==> config.mk <==
export PLATFORM = sky130hd
export DESIGN_NAME = spi_master_ctrl
export DESIGN_NICKNAME = d
export VERILOG_FILES = /design/src/rtl/spi_master_pkg.sv /design/src/rtl/spi_master_clkgen.sv /design/src/rtl/spi_master_ctrl.sv
export SDC_FILE = /design/constraint.sdc
export NUM_CORES = 1
export LEC_CHECK = 0
export ABC_AREA = 1
export ABC_CLOCK_PERIOD_IN_PS = 4630
export CORE_UTILIZATION = 59
export CTS_CLUSTER_SIZE = 12
export DETAILED_ROUTE_END_ITERATION = 12
export MAX_ROUTING_LAYER = met4
export PLACE_DENSITY = 0.85
export SETUP_SLACK_MARGIN = 0.02
export SYNTH_ARGS = -nofsm -noshare
export SYNTH_HDL_FRONTEND = slang
export SYNTH_SLANG_ARGS = --single-unit
==> constraint.sdc <==
create_clock -name clk -period 4.63 [get_ports clk]
set_clock_uncertainty 0.1 [all_clocks]
set_input_delay 0.926 -clock clk [delete_from_list [all_inputs] [get_ports clk]]
set_output_delay 0.926 -clock clk [all_outputs]
set_load 0.02 [all_outputs]
==> src/rtl/spi_master_pkg.sv <==
// Shared types and sizing helpers for the PL-side SPI master.
package spi_master_pkg;

  localparam int DATA_W_DEF = 32;
  localparam int DIV_W_DEF  = 8;

  typedef enum logic [2:0] {
    ST_IDLE,
    ST_SHIFT,
    ST_NEXT,
    ST_HOLD,
    ST_GAP
  } state_t;

  // Width needed to hold the values 0..n (bit counter loads DATA_W).
  function automatic int bit_cnt_w(input int n);
    return $clog2(n + 1);
  endfunction

endpackage

==> src/rtl/spi_master_clkgen.sv <==
// SCK generator: half-period down-counter, rise/fall strobes and the SCK flop.
// Strobes are combinational and mark the clk edge on which SCK toggles.
module spi_master_clkgen
  import spi_master_pkg::*;
#(
  parameter int DIV_W = DIV_W_DEF
) (
  input  logic             clk,
  input  logic             rst_n,
  input  logic             load_i,
  input  logic             en_i,
  input  logic [DIV_W-1:0] div_i,
  output logic             rise_o,
  output logic             fall_o,
  output logic             sck_o
);

  logic [DIV_W:0] cnt;
  logic           sck_q;

  assign rise_o = en_i && (cnt == '0) && !sck_q;
  assign fall_o = en_i && (cnt == '0) &&  sck_q;
  assign sck_o  = sck_q;

  // Load restarts a word with SCK low; while enabled, toggle SCK every H cycles.
  always_ff @(posedge clk or negedge rst_n) begin
    if (!rst_n) begin
      cnt   <= '0;
      sck_q <= 1'b0;
    end else if (load_i) begin
      cnt   <= {1'b0, div_i};
      sck_q <= 1'b0;
    end else if (en_i) begin
      if (cnt == '0) begin
        cnt   <= {1'b0, div_i};
        sck_q <= ~sck_q;
      end else begin
        cnt <= cnt - (DIV_W+1)'(1);
      end
    end
  end

endmodule

==> src/rtl/spi_master_ctrl.sv <==
// SPI mode-0 master with word-level valid/ready interface and multi-word frames.
module spi_master_ctrl
  import spi_master_pkg::*;
#(
  parameter int DATA_W = DATA_W_DEF,
  parameter int DIV_W  = DIV_W_DEF
) (
  input  logic              clk,
  input  logic              rst_n,
  input  logic [DIV_W-1:0]  clk_div_i,
  input  logic              tx_valid_i,
  output logic              tx_ready_o,
  input  logic [DATA_W-1:0] tx_data_i,
  input  logic              tx_last_i,
  output logic              rx_valid_o,
  output logic [DATA_W-1:0] rx_data_o,
  output logic              busy_o,
  output logic              spi_sck_o,
  output logic              spi_cs_o,
  output logic              spi_mosi_o,
  input  logic              spi_miso_i
);

  localparam int BC_W = bit_cnt_w(DATA_W);

  state_t            state, state_d;
  logic              hs, rise, fall, last_fall, sck_en;
  logic [DIV_W-1:0]  div_q, div_sel;
  logic              last_q;
  logic [BC_W-1:0]   bit_cnt;
  logic [DIV_W:0]    gap_cnt;
  logic [DATA_W-1:0] tx_sr, rx_sr;
  logic              ready_q, cs_q, rx_valid_q;
  logic [DATA_W-1:0] rx_data_q;

  assign hs        = tx_valid_i & ready_q;
  assign sck_en    = (state == ST_SHIFT);
  // The divider is sampled only at a frame's first word; later words reuse it.
  assign div_sel   = (state == ST_IDLE) ? clk_div_i : div_q;
  assign last_fall = fall && (bit_cnt == BC_W'(1));

  assign tx_ready_o = ready_q;
  assign spi_cs_o   = cs_q;
  assign spi_mosi_o = tx_sr[DATA_W-1];
  assign rx_valid_o = rx_valid_q;
  assign rx_data_o  = rx_data_q;
  assign busy_o     = (state != ST_IDLE);

  spi_master_clkgen #(.DIV_W(DIV_W)) u_clkgen (
    .clk    (clk),
    .rst_n  (rst_n),
    .load_i (hs),
    .en_i   (sck_en),
    .div_i  (div_sel),
    .rise_o (rise),
    .fall_o (fall),
    .sck_o  (spi_sck_o)
  );

  // Next-state logic.
  always_comb begin
    state_d = state;
    case (state)
      ST_IDLE:  if (hs) state_d = ST_SHIFT;
      ST_SHIFT: if (last_fall) state_d = last_q ? ST_HOLD : ST_NEXT;
      ST_NEXT:  if (hs) state_d = ST_SHIFT;
      ST_HOLD:  if (gap_cnt == '0) state_d = ST_GAP;
      ST_GAP:   if (gap_cnt == '0) state_d = ST_IDLE;
      default:  state_d = ST_IDLE;
    endcase
  end

  // State register; ready and CS are registered from the next state so they are glitch-free.
  always_ff @(posedge clk or negedge rst_n) begin
    if (!rst_n) begin
      state   <= ST_IDLE;
      ready_q <= 1'b0;
      cs_q    <= 1'b1;
    end else begin
      state   <= state_d;
      ready_q <= (state_d == ST_IDLE) || (state_d == ST_NEXT);
      cs_q    <= (state_d == ST_IDLE) || (state_d == ST_GAP);
    end
  end

  // Word datapath: load on handshake, sample MISO on rise, advance MOSI on fall.
  always_ff @(posedge clk or negedge rst_n) begin
    if (!rst_n) begin
      tx_sr      <= '0;
      rx_sr      <= '0;
      bit_cnt    <= '0;
      last_q     <= 1'b0;
      div_q      <= '0;
      rx_valid_q <= 1'b0;
      rx_data_q  <= '0;
    end else begin
      rx_valid_q <= 1'b0;
      if (hs) begin
        tx_sr   <= tx_data_i;
        last_q  <= tx_last_i;
        bit_cnt <= BC_W'(DATA_W);
        if (state == ST_IDLE) div_q <= clk_div_i;
      end
      if (rise) rx_sr <= {rx_sr[DATA_W-2:0], spi_miso_i};
      if (fall) begin
        bit_cnt <= bit_cnt - BC_W'(1);
        if (bit_cnt == BC_W'(1)) begin
          rx_valid_q <= 1'b1;
          rx_data_q  <= rx_sr;
        end else begin
          tx_sr <= {tx_sr[DATA_W-2:0], 1'b0};
        end
      end
    end
  end

  // Times the H-cycle CS hold after the last word and the H-cycle idle gap.
  always_ff @(posedge clk or negedge rst_n) begin
    if (!rst_n) begin
      gap_cnt <= '0;
    end else if ((state == ST_SHIFT && last_fall && last_q) ||
                 (state == ST_HOLD && gap_cnt == '0)) begin
      gap_cnt <= {1'b0, div_q};
    end else if (gap_cnt != '0) begin
      gap_cnt <= gap_cnt - (DIV_W+1)'(1);
    end
  end

endmodule

# ---- Yosys cells after proc, flatten, opt, wreduce, memory -nomap -nowiden
# Cells that the tools add are included.
# W data, S select, Z words.
dict set report classes {
  order_cmp 0
  n_mux 22
  n_eq_ne 7
  reduce_logical 24
  bitwise 2
  n_mul 0
  shift 0
  add_sub_neg 3
  n_div 0
}
# op count
set ops {}
lappend ops {{$mux W32} 3}
lappend ops {{$mux W9} 5}
lappend ops {{$logic_not A9 Y1} 2}
lappend ops {{$sub A9 B1 Y9 const B} 2}
lappend ops {{$mux W3} 4}
lappend ops {{$mux W6} 2}
lappend ops {{$pmux W3 S4} 1}
lappend ops {{$eq A3 B2 Y1 const B} 3}
lappend ops {{$reduce_bool A9 Y1} 1}
lappend ops {{$mux W8} 1}
lappend ops {{$reduce_bool A2 Y1} 4}
lappend ops {{$logic_and A1 B1 Y1} 7}
lappend ops {{$eq A3 B3 Y1 const B} 2}
lappend ops {{$eq A6 B1 Y1 const B} 1}
lappend ops {{$logic_not A3 Y1} 2}
lappend ops {{$mux W1} 6}
lappend ops {{$sub A6 B1 Y6 const B} 1}
lappend ops {{$reduce_and A2 Y1} 2}
lappend ops {{$eq A3 B1 Y1 const B} 1}
lappend ops {{$logic_or A1 B1 Y1} 3}
lappend ops {{$reduce_bool A3 Y1} 1}
lappend ops {{$reduce_or A2 Y1} 1}
lappend ops {{$and A1 B1 Y1} 1}
lappend ops {{$logic_not A1 Y1} 1}
lappend ops {{$not A1 Y1} 1}
dict set report word_totals {
  wordCells 71
  input_bits 45
  romBits 0
  ramBits 0
  n_memories 0
  latch_bits 0
  ff_bits 136
}

# ---- Depth between registers and ports, before layout
# Gate-level depths: netlist of the first run.
dict set report depth {
  ltp_word 8
  ltp_mapped 11
  ltp_nobuf 11
}

# ---- Cells and area by module
# A second synthesis of the first run with hierarchy kept.
dict set report unflattened {
  hier_cells 778
  area_unflattened_um2 6334.8
}
# mod instances cells_each area_each_um2
set by_module_without_submodules {}
lappend by_module_without_submodules {spi_master_ctrl 1 674 5596.6}
lappend by_module_without_submodules {spi_master_clkgen 1 104 738.2}

# ---- Worst setup path after synthesis of the first run
# OpenSTA, ideal clock, no wires.
dict set report synth_timing {
  path_type {in2reg}
  startpoint {input tx_valid_i}
  endpoint {register tx_sr[10]}
  stages 4
  required_time_ns 4.407
  setup_slack_ns 2.608
  n_path_buf 1
  setup_ns 0.123
  arrival_time_ns 1.799
  cell_sequence {nand2_2 > clkbuf_1 > mux2i_1 > o21ai_1}
}
dict set report synth_via {
  elab_chain_cells 4
}
# element line_no
set synth_lines {}
lappend synth_lines {{start, declared} spi_master_ctrl.sv:11} ;# input logic tx_valid_i,
lappend synth_lines {{$and A1 B1 Y1 *} spi_master_ctrl.sv:36} ;# assign hs = tx_valid_i & ready_q;
lappend synth_lines {{$mux W32 *} spi_master_ctrl.sv:98} ;# if (hs) begin
lappend synth_lines {{$mux W32} spi_master_ctrl.sv:107} ;# if (bit_cnt == BC_W'(1)) begin
lappend synth_lines {{$mux W32 *} spi_master_ctrl.sv:105} ;# if (fall) begin
lappend synth_lines {{end signal, assigned} spi_master_ctrl.sv:99} ;# tx_sr <= tx_data_i;
lappend synth_lines {{end signal, assigned} spi_master_ctrl.sv:111} ;# tx_sr <= {tx_sr[DATA_W-2:0], 1'b0};
lappend synth_lines {{end, declared} spi_master_ctrl.sv:32} ;# logic [DATA_W-1:0] tx_sr, rx_sr;
# Every way passes the cells marked *; elsewhere a longest branch is shown, timed or not.
# A chain may end at the register's enable or synchronous reset.

# ---- Worst setup path after layout of the first run
dict set report layout_timing {
  startpoint {register state[0]}
  endpoint {output busy_o}
}
dict set report layout_via {
  elab_chain_cells 1
}
# element line_no
set layout_lines {}
lappend layout_lines {{start, declared} spi_master_ctrl.sv:26} ;# state_t state, state_d;
lappend layout_lines {{start signal, assigned} spi_master_ctrl.sv:80} ;# state <= state_d;
lappend layout_lines {{$reduce_bool A3 Y1} spi_master_ctrl.sv:47} ;# assign busy_o = (state != ST_IDLE);
lappend layout_lines {{end, declared} spi_master_ctrl.sv:17} ;# output logic busy_o,
# Every way passes these cells.

==> results of run 1 <==
-- logic make-up (layout without fill, tap and decap cells) --
logic type | Yosys count | after routing | synth area share
flip-flops | 136 | 136 | 0.563
buffers and inverters | 100 | 190 | 0.0687
AND/OR/NAND/NOR | 240 | 240 | 0.168
AO/OA/AOI/OAI | 145 | 145 | 0.123
XOR/XNOR | 12 | 12 | 0.0174
multiplexers | 29 | 29 | 0.0480
adder cells (fa/ha/maj) | 6 | 6 | 0.0124
-- power by group through the flow --
stage / clock [mW] / sequential, mW / combinational, mW
floorplan: 0 / 1.64 / 0.676
global placement: 0 / 1.66 / 0.869
detailed placement: 0 / 1.68 / 0.927
CTS: 1.47 / 1.67 / 0.941
global route: 1.53 / 1.70 / 1.07
finish: 1.45 / 1.67 / 0.936
-- per-layer routing --
metal,part of all wire,up-vias
li1,-,2308
met1,0.43,2261
met2,0.52,96
met3,0.040,24
met4,0.019,0
met5,0,-
-- critical path, cell delays in order (launching register included) --
cell and delay [ps]:
dfrtp_1 410, nor2_1 180, nand2_1 330, clkdlybuf4s50_1 660
-- state kept, by name, summed over array words and instances (netlist names) --
register	count
div_q	8
last_q	1
spi_cs_o	1
rx_data_o	32
rx_sr	32
rx_valid_o	1
u_clkgen.sck_o	1
state	3
gap_cnt	9
bit_cnt	6
tx_sr	32
tx_ready_o	1
u_clkgen.cnt	9
-- area by class of cell --
type	instances	share of cell area
clock inverters	12	0.0262
well taps	133	0.0220
flip-flops and latches	136	0.450
clock buffers	20	0.0589
inverters	73	0.0363
multi-input cells	432	0.295
repair buffers	85	0.111
-- per-stage QoR --
stage          cell area, um^2  hold slack [ps]
2_1_floorplan             6050              342
3_3_place_gp              6910              359
3_5_place_dp              6910              364
4_1_cts                   7560              379
5_1_grt                   7560              405
6_report                  7560              377
-- cells in the final DEF, fill, tap and decap left out, types with 2 or more instances in the layout --
master	count
clkinvlp_4	2
xnor2_1	4
clkinv_4	2
nand2_2	6
clkbuf_8	3
nand4_1	2
bufinv_16	5
clkinv_2	3
nor3_1	3
a21oi_1	9
dfrtp_1	135
nand3_1	16
o211ai_1	2
inv_1	67
nor2_4	2
nand2_1	177
inv_2	6
xor2_1	8
o22ai_1	5
clkdlybuf4s50_1	81
buf_4	4
ha_1	6
o21ai_1	43
clkbuf_16	16
nand3_2	2
mux2i_1	29
nor2_1	25
o21ai_0	84
-- final timing paths --
check	slack, ps	to	depth (start not counted)
setup / recovery	1510	busy_o	3
hold / removal	380	rx_data_o[31]	2
setup reg to reg	1770	rx_data_o[30]	8
hold reg to reg	380	rx_data_o[31]	2
max in group asynchronous	2940	spi_cs_o	2
min in group asynchronous	480	tx_sr[7]	1
==> flow_summary.json, run 1 <==
{
  "fmaxAchievable_ghz": 0.320,
  "syn_area_mm2": 0.00605,
  "cp_max_fo": 17,
  "nNetsFinal": 796,
  "htree_num_levels": 4,
  "clkPwrFrac": 0.358,
  "cts_tree": "built",
  "seq_power_share": 0.411,
  "grt_max_degree": 83,
  "p_int_mw": 2.83,
  "root_buffer": "clkbuf_8",
  "grtUsageMet1": 0.326,
  "use_met2": 0.444,
  "drt-total-wl_um": 12500,
  "syn_inst": 668,
  "via_per_inst": 5.26,
  "pre_cts_ws_ps": 1750,
  "setup_ws_ps": 1510,
  "port_buffers": 82,
  "power_mw": 4.05,
  "cts_resized": 0,
  "syn_nets": 719,
  "coreArea_mm2": 0.00986,
  "worstMarginPinSlew_ps": 1160,
  "pin_count": 83,
  "ff_latch_area_mm2": 0.00340,
  "antenna_found_initial": 0,
  "multi_input_area_mm2": 0.00223,
  "start_kind": "flip-flop",
  "yosysUniqueCellTypes": 34,
  "grtUsageMet3": 0.0538,
  "holdCritStartpoint": "rx_sr[31]",
  "gp_routability_congestion": 0.791,
  "critPathLaunch": "state[0]",
  "cts_hold_buf": 0,
  "crit_arrival_ps": 2100,
  "drcViolationCount": 0,
  "async_reset_ff_frac": 1.00,
  "ant_nets": 0,
  "fin_cells": 891,
  "firstDrtPassIters": 5,
  "wl_per_cell_um": 14.1,
  "post-route-period-util": 0.674,
  "fillers": 643,
  "p_per_area_mw_per_mm2": 536,
  "drive_above_1_share": 0.0752,
  "synthToLayoutAreaGrowth_pct": 24.9,
  "cts_sinks": 136,
  "die_y_um": 103,
  "grt_overflow_total": 0,
  "rsz0062_at_grt": "false",
  "busiest_layer": "met2",
  "grt_pass1_wl_um": 21100,
  "slew_viol_final": 0,
  "synth-edff-count": 0,
  "drt_iter0_drc": 204,
  "synth_area_leaders": "dfrtp_1 (56%), nand2_1 (11%), o21ai_0 (7.0%)",
  "cts_setup_buffers": 0,
  "vias": 4689,
  "hp-class": "reg2reg",
  "cp.required_ps": 3600,
  "combPwrFrac": 0.231,
  "cts.clk_slew.worst_paths_ps": 60,
  "synth_top_area_frac": 0.559,
  "die-area_mm2": 0.0107,
  "grt_usage": 0.269,
  "rows": 36,
  "crit_type": "reg2out",
  "power_leakage_nw": 3.56,
  "outcome": "complete, no violations",
  "end_kind": "primary output",
  "cts_buffers": 17,
  "swShare": 0.302,
  "final-setup-viol-count": 0,
  "peakVddDrop_mv": 0.290,
  "ys_seq_area_frac": 0.563,
  "initial_utilization": 0.613,
  "finalCriticalPeriod_ps": 3120,
  "diodes": 0,
  "yosys.area.top_type": "dfrtp_1",
  "ys.flop_type": "dfrtp_1",
  "cts_buffer_depth": 2,
  "timing_hold_violations_final": 0,
  "clk_latency_ps": 520,
  "finish.utilization": 0.766,
  "p_sw_mw": 1.22,
  "syn_avg_cell_area_um2": 9.05,
  "setup_tns_ps": 0,
  "die_w_um": 103,
  "grt_pass1_vias": 4708,
  "yosysMostFrequentCell": "nand2_1",
  "dp.cells": 859,
  "yosys_warnings": 0,
  "dp_hpwl_um": 8250,
  "maxCapViolations": 0,
  "ys_ff_latch": 136,
  "yosys-top-cells-count": "nand2_1 (177), dfrtp_1 (135), o21ai_0 (84), inv_1 (67), o21ai_1 (43)",
  "worst_slew_margin_rel": 0.225,
  "r2r-start": "u_clkgen.cnt[0]"
}
Power figures use the tool's default switching activity.
==> run 2: changes to the inputs <==
ABC_CLOCK_PERIOD_IN_PS = 2700   (was 4630)
CORE_UTILIZATION = 49   (was 59)
PLACE_DENSITY = 0.75   (was 0.85)
clock period = 2.7 ns   (was 4.63 ns; I/O delays follow)
==> run 2 against run 1 <==
Compared with the run above:
- via count shrank 0.53%
- combinational power grew 71%
- clock power grew 68%
- cell area grew 1.2%
- routed wire length shrank 0.40%
- non-clock buffer count grew 6
- critical endpoint unchanged
- highest routed layer unchanged
==> flow_summary.json, run 2 (synthesized netlist as in run 1, its figures left out) <==
{
  "outcome": "complete, no violations",
  "cp_max_fo": 3,
  "hp-class": "reg2reg",
  "r2r_cells": 10,
  "fmaxAchievable_ghz": 0.428,
  "pin_count": 83,
  "holdWs_ps": 375,
  "r2r_setup_slack_ps": 670,
  "timing_hold_violations_final": 0,
  "drcViolationCount": 0,
  "holdCritStartpoint": "div_q[3]",
  "firstDrtPassIters": 4,
  "setup_tns_ps": 0,
  "crit_buf_inv": 1,
  "die-area_mm2": 0.0128,
  "dp_hpwl_um": 8510,
  "final_cell_mix": "nand2_1 (177), dfrtp_1 (135), o21ai_0 (84), clkdlybuf4s50_1 (81), inv_1 (67)",
  "cts_buffers": 17,
  "cp_cell_sequence": "nor2_1 -> nand2_1 -> clkdlybuf4s50_1",
  "max_stage_delay_ps": 560,
  "final-setup-viol-count": 0,
  "crit_arrival_ps": 1700,
  "port_buffers": 82,
  "worstMarginPinSlew_ps": 547,
  "synthToLayoutAreaGrowth_pct": 26.4,
  "initial_utilization": 0.504,
  "drive_above_1_share": 0.0813,
  "reg2reg_to": "rx_data_o[30]",
  "ant_nets": 0,
  "die_y_um": 113,
  "cts_tree": "built",
  "via_per_inst": 5.13,
  "cts.clk_slew.worst_paths_ps": 50,
  "min_delay_path_depth": 2,
  "rsz0062_at_grt": "false",
  "maxCapViolations": 0,
  "worst_slew_margin_rel": 0.635,
  "finalCriticalPeriod_ps": 2340,
  "pre_cts_ws_ps": 358,
  "root_buffer": "clkbuf_16",
  "coreArea_mm2": 0.0120,
  "drt_iter0_drc": 283,
  "cp.required_ps": 2060,
  "post-route-period-util": 0.866,
  "antenna_found_initial": 0,
  "rows": 40,
  "grt_usage": 0.220,
  "drt-total-wl_um": 12500,
  "grt_pass1_vias": 4665,
  "slew_viol_final": 0,
  "peakVddDrop_mv": 0.536,
  "htree_num_levels": 4,
  "die_w_um": 113,
  "diodes": 0,
  "whs_endpoint": "gap_cnt[3]",
  "power_leakage_nw": 3.60,
  "start_kind": "flip-flop",
  "r2r-start": "u_clkgen.cnt[0]",
  "grt_overflow_total": 0,
  "cts_buffer_depth": 2,
  "slowest_stage": "clkdlybuf4s50_1",
  "post_dp_cell_area_mm2": 0.00701,
  "cts_setup_buffers": 0,
  "setup_ws_ps": 362,
  "wl_per_cell_um": 13.7,
  "crit_type": "reg2out",
  "grt_max_degree": 65,
  "grt_pass1_wl_um": 21400,
  "cts_sinks": 136,
  "vias": 4664,
  "critPathTopFamily": "buffers and inverters",
  "fin_area_mm2": 0.00765,
  "gp_routability_congestion": 0.907,
  "clk_latency_ps": 410,
  "p_per_area_mw_per_mm2": 901,
  "final_common_cell": "nand2_1",
  "nNetsFinal": 802,
  "end_kind": "primary output"
}
## run 2: cell count changes in the layout (fill, tap and decap cells not counted), sizes merged
cell	delta
clkinv	-1
buf	+5
bufinv	-1
clkbuf	-1
dlygate4sd3	+1
inv	+2
## run 2: worst max-delay path by stage
stage,slack [ps],depth (start not counted),endpoint,startpoint
CTS,340,3,busy_o,state[0]
global route,280,3,busy_o,state[0]
global placement,470,7,u_clkgen.cnt[6],tx_valid_i
detailed placement,360,7,u_clkgen.cnt[6],tx_valid_i
floorplan,950,11,rx_data_o[23],u_clkgen.cnt[0]
finish,360,3,busy_o,state[0]
## run 2: cell type report
type	instances	area, um^2
Fill cell	973	4370
Sequential cell	136	3400
Multi-Input combinational cell	432	2230
Timing Repair Buffer	91	930
Clock buffer	19	453
Inverter	73	274
Tap cell	147	184
Clock inverter	12	173
## run 2: layer usage
layer / global-route usage / wire (um) / up-vias
met2: 0.345 / 5960 / 116
met4: 0.0807 / 217 / 0
met5: - / 0 / -
li1: - / - / 2326
met3: 0.0723 / 745 / 19
met1: 0.267 / 5550 / 2203
## run 2: where the power goes
part	leakage [nW]	total (mW)	internal, mW	switching [mW]
Clock	0.305	2.43	1.59	0.841
Combinational	1.53	1.60	0.691	0.913
Sequential	1.77	2.86	2.54	0.320
Total	3.60	6.89	4.81	2.07
## run 2: worst min-delay path: stages, from the launching register on
cell and delay, ps:
dfrtp_1 350, nand2_1 50, nand2_1 40
## run 2: through the flow
step	power [mW]	std cells	utilization
after global routing	7.31	910	0.637
final	6.89	910	0.637
after global placement	4.38	878	0.584
after floorplan	3.98	668	-
after CTS	6.94	910	0.637
after detailed placement	4.48	878	0.584
## run 2: timing repair
item	CTS	global route
hold endpoints to repair	12	0
gates resized for setup	0	0
hold buffers	1	0
==> run 3: changes to the inputs <==
ABC_AREA = unset   (was 1)
PLACE_DENSITY = 0.76   (was 0.75)
==> run 3 against run 2 <==
Compared with the run above:
- the run now ends with design-rule violations left
- non-clock buffer count is 16 higher
- critical endpoint is now gap_cnt[0]
- first-iteration DRC count is 31% higher
- hold slack worse by 250 ps
==> flow_summary.json, run 3 <==
{
  "outcome": "finished, violations left",
  "violations": "design-rule violations",
  "grt_pass1_wl_um": 20600,
  "worst_slew_margin_rel": 0.470,
  "crit_arrival_ps": 2820,
  "post-route-period-util": 0.970,
  "drt-total-wl_um": 12100,
  "drt_iter0_drc": 370,
  "clkPwrFrac": 0.510,
  "dr_wl_met2_um": 5950,
  "ys.flop_type": "dfrtp_1",
  "cts.clk_slew.worst_paths_ps": 60,
  "end_kind": "flip-flop",
  "diodes": 0,
  "dp.cells": 746,
  "ant_nets": 0,
  "firstDrtPassIters": 9,
  "worstMarginPinSlew_ps": 792,
  "syn_area_mm2": 0.00597,
  "critPathTopFamily": "simple AND/OR/NAND/NOR gates",
  "cp_cell_sequence": "inv_2 -> ha_4 -> or4b_4 -> or4_4 -> or3_4 -> o21ai_4 -> mux2_4",
  "gp_routability_congestion": 0.832,
  "root_buffer": "clkbuf_16",
  "synth_top_family_by_area": "multiplexers",
  "wl_per_cell_um": 15.5,
  "final_cell_mix": "dfrtp_1 (135), clkdlybuf4s50_1 (81), nand2_1 (76), mux2_2 (73), nor2_1 (54)",
  "seq_power_share": 0.465,
  "crit_buf_inv": 1,
  "p_int_mw": 3.47,
  "fin_cells": 783,
  "drive_above_1_share": 0.230,
  "htree_num_levels": 4,
  "synthMuxAreaShare": 0.163,
  "p_per_area_mw_per_mm2": 571,
  "wl_met3_um": 584,
  "die_w_um": 112,
  "start_kind": "flip-flop",
  "yosysMostFrequentCell": "dfrtp_1",
  "die_y_um": 112,
  "syn_nets": 580,
  "synth_xor_area_frac": 0.0103,
  "rsz0062_at_grt": "false",
  "p_sw_uw": 907,
  "wl_met1_um": 5450,
  "top_layer_used": "met4",
  "dp_hpwl_um": 7950,
  "syn_avg_cell_area_um2": 11.3,
  "cts_buffers": 17,
  "nNetsFinal": 679,
  "async_reset_ff_frac": 1.00,
  "cp.required_ps": 2900,
  "die-area_mm2": 0.0126,
  "cp.depth": 7,
  "setup_ws_ps": 80.7,
  "cp_max_fo": 5,
  "combPwrFrac": 0.025,
  "yosys.area.top_type": "dfrtp_1",
  "cts_buffer_depth": 2,
  "synthToLayoutAreaGrowth_pct": 28.7,
  "yosys.area_share.simple": 0.133,
  "port_buffers": 82,
  "synth_top_area_frac": 0.566,
  "antenna_found_initial": 0,
  "hp-class": "in2async",
  "via_per_inst": 5.48,
  "pre_cts_ws_ps": 14.2,
  "power_leakage_nw": 3.46,
  "holdWs_ps": 126,
  "yosys_warnings": 0,
  "swShare": 0.207,
  "crit_type": "reg2reg",
  "r2r_cells": 7,
  "grt_overflow_total": 0,
  "cts_sinks": 136,
  "fillers": 898,
  "syn_inst": 529,
  "slowest_stage": "or4_4",
  "coreArea_mm2": 0.0117,
  "synth-edff-count": 0,
  "yosys-top-cells-count": "dfrtp_1 (135), nand2_1 (78), mux2_2 (73), nor2_1 (55), a31oi_1 (32)",
  "finalCriticalPeriod_ps": 2620,
  "vias": 4290,
  "final-setup-viol-count": 0,
  "yosysUniqueCellTypes": 46,
  "rows": 39,
  "peakVddDrop_mv": 0.377,
  "clk_latency_ps": 420,
  "synth-compound-area-share": 0.0837,
  "max_stage_delay_ps": 530,
  "ys_seq_area_frac": 0.571,
  "synth_area_leaders": "dfrtp_1 (57%), mux2_2 (14%), nand2_1 (4.9%)",
  "cts_tree": "built",
  "final_common_cell": "dfrtp_1",
  "ys_ff_latch": 136,
  "maxCapViolations": 0,
  "fmaxAchievable_ghz": 0.382,
  "slew_viol_final": 0,
  "pin_count": 83,
  "initial_utilization": 0.512,
  "drcViolationCount": 8,
  "yosys.area_share.adder": 0.0126,
  "timing_hold_violations_final": 0,
  "grt_pass1_vias": 4298,
  "grt_usage": 0.216,
  "grt_max_degree": 137
}
==> run 3: cell types whose count changed in the layout (fill, tap and decap cells not counted), sizes merged, moves of 22 or more <==
cell	delta
inv	-64
nor2	+27
mux2	+79
nand2	-106
mux2i	-22
a31oi	+31
o21ai	-108
==> run 3: area by class of cell <==
cell class                      instances  area (um^2)  area share
Timing Repair Buffer                  107         1060       0.138
Clock buffer                           20          447      0.0582
Sequential cell                       136         3400       0.443
Multi-Input combinational cell        356         2430       0.317
Inverter                               10         37.5     0.00489
Tap cell                              143          179      0.0233
Clock inverter                         11          125      0.0163
==> run 3: through the flow <==
| stage | TNS, ps | power [mW] | utilization | area (um^2) |
|---|---|---|---|---|
| 2_1_floorplan | -75.9 | 2.08 | - | 5970 |
| 3_3_place_gp | 0 | 2.19 | 0.604 | 7040 |
| 3_5_place_dp | 0 | 2.19 | 0.604 | 7040 |
| 4_1_cts | 0 | 4.42 | 0.655 | 7640 |
| 5_1_grt | 0 | 4.51 | 0.659 | 7680 |
| 6_report | 0 | 4.38 | 0.659 | 7680 |
==> run 3: worst paths after layout <==
| check | startpoint | to | slack, ps |
|---|---|---|---|
| max | u_clkgen.cnt[1] | gap_cnt[0] | 80 |
| min in group clk | bit_cnt[5] | bit_cnt[5] | 380 |
| min reg2reg | bit_cnt[5] | bit_cnt[5] | 380 |
| max reg2reg | u_clkgen.cnt[1] | gap_cnt[0] | 80 |
| max in group asynchronous | rst_n | u_clkgen.cnt[4] | 1830 |
| min | rst_n | tx_sr[11] | 130 |
==> run 3: worst reg2reg max path, cell delays in order (launching register included) <==
cell and delay (ps):
dfrtp_1 400, inv_2 80, ha_4 120, or4b_4 460, or4_4 530, or3_4 380
o21ai_4 120, mux2_4 320
==> run 3: layer usage <==
metal | track usage | up-vias
li1 | - | 2042
met1 | 0.269 | 2131
met2 | 0.336 | 103
met3 | 0.0599 | 14
met4 | 0.0871 | 0
met5 | - | -
==> run 3: cell families (layout without fill, tap and decap cells) <==
kind of cell | Yosys count | after routing
DFF | 136 | 136
muxes | 86 | 86
adders and majority gates | 6 | 6
AOI/OAI and AO/OA | 78 | 78
buffers and inverters | 37 | 148
xor gates and xnor gates | 7 | 7
and+or+nand+nor | 179 | 179
==> run 3: repair_timing <==
action,CTS,global route
buffers inserted,3,3
hold buffers,0,0
pin swaps,0,0
resized for setup,0,6
endpoints found under the setup margin,3,9
==> run 3: power groups by stage <==
| stage | Combinational (mW) | Clock, mW | Sequential (mW) |
|---|---|---|---|
| 2_1_floorplan | 0.000913 | 0 | 2.08 |
| 3_3_place_gp | 0.112 | 0 | 2.08 |
| 3_5_place_dp | 0.111 | 0 | 2.08 |
| 4_1_cts | 0.112 | 2.27 | 2.04 |
| 5_1_grt | 0.122 | 2.35 | 2.04 |
| 6_report | 0.108 | 2.23 | 2.04 |
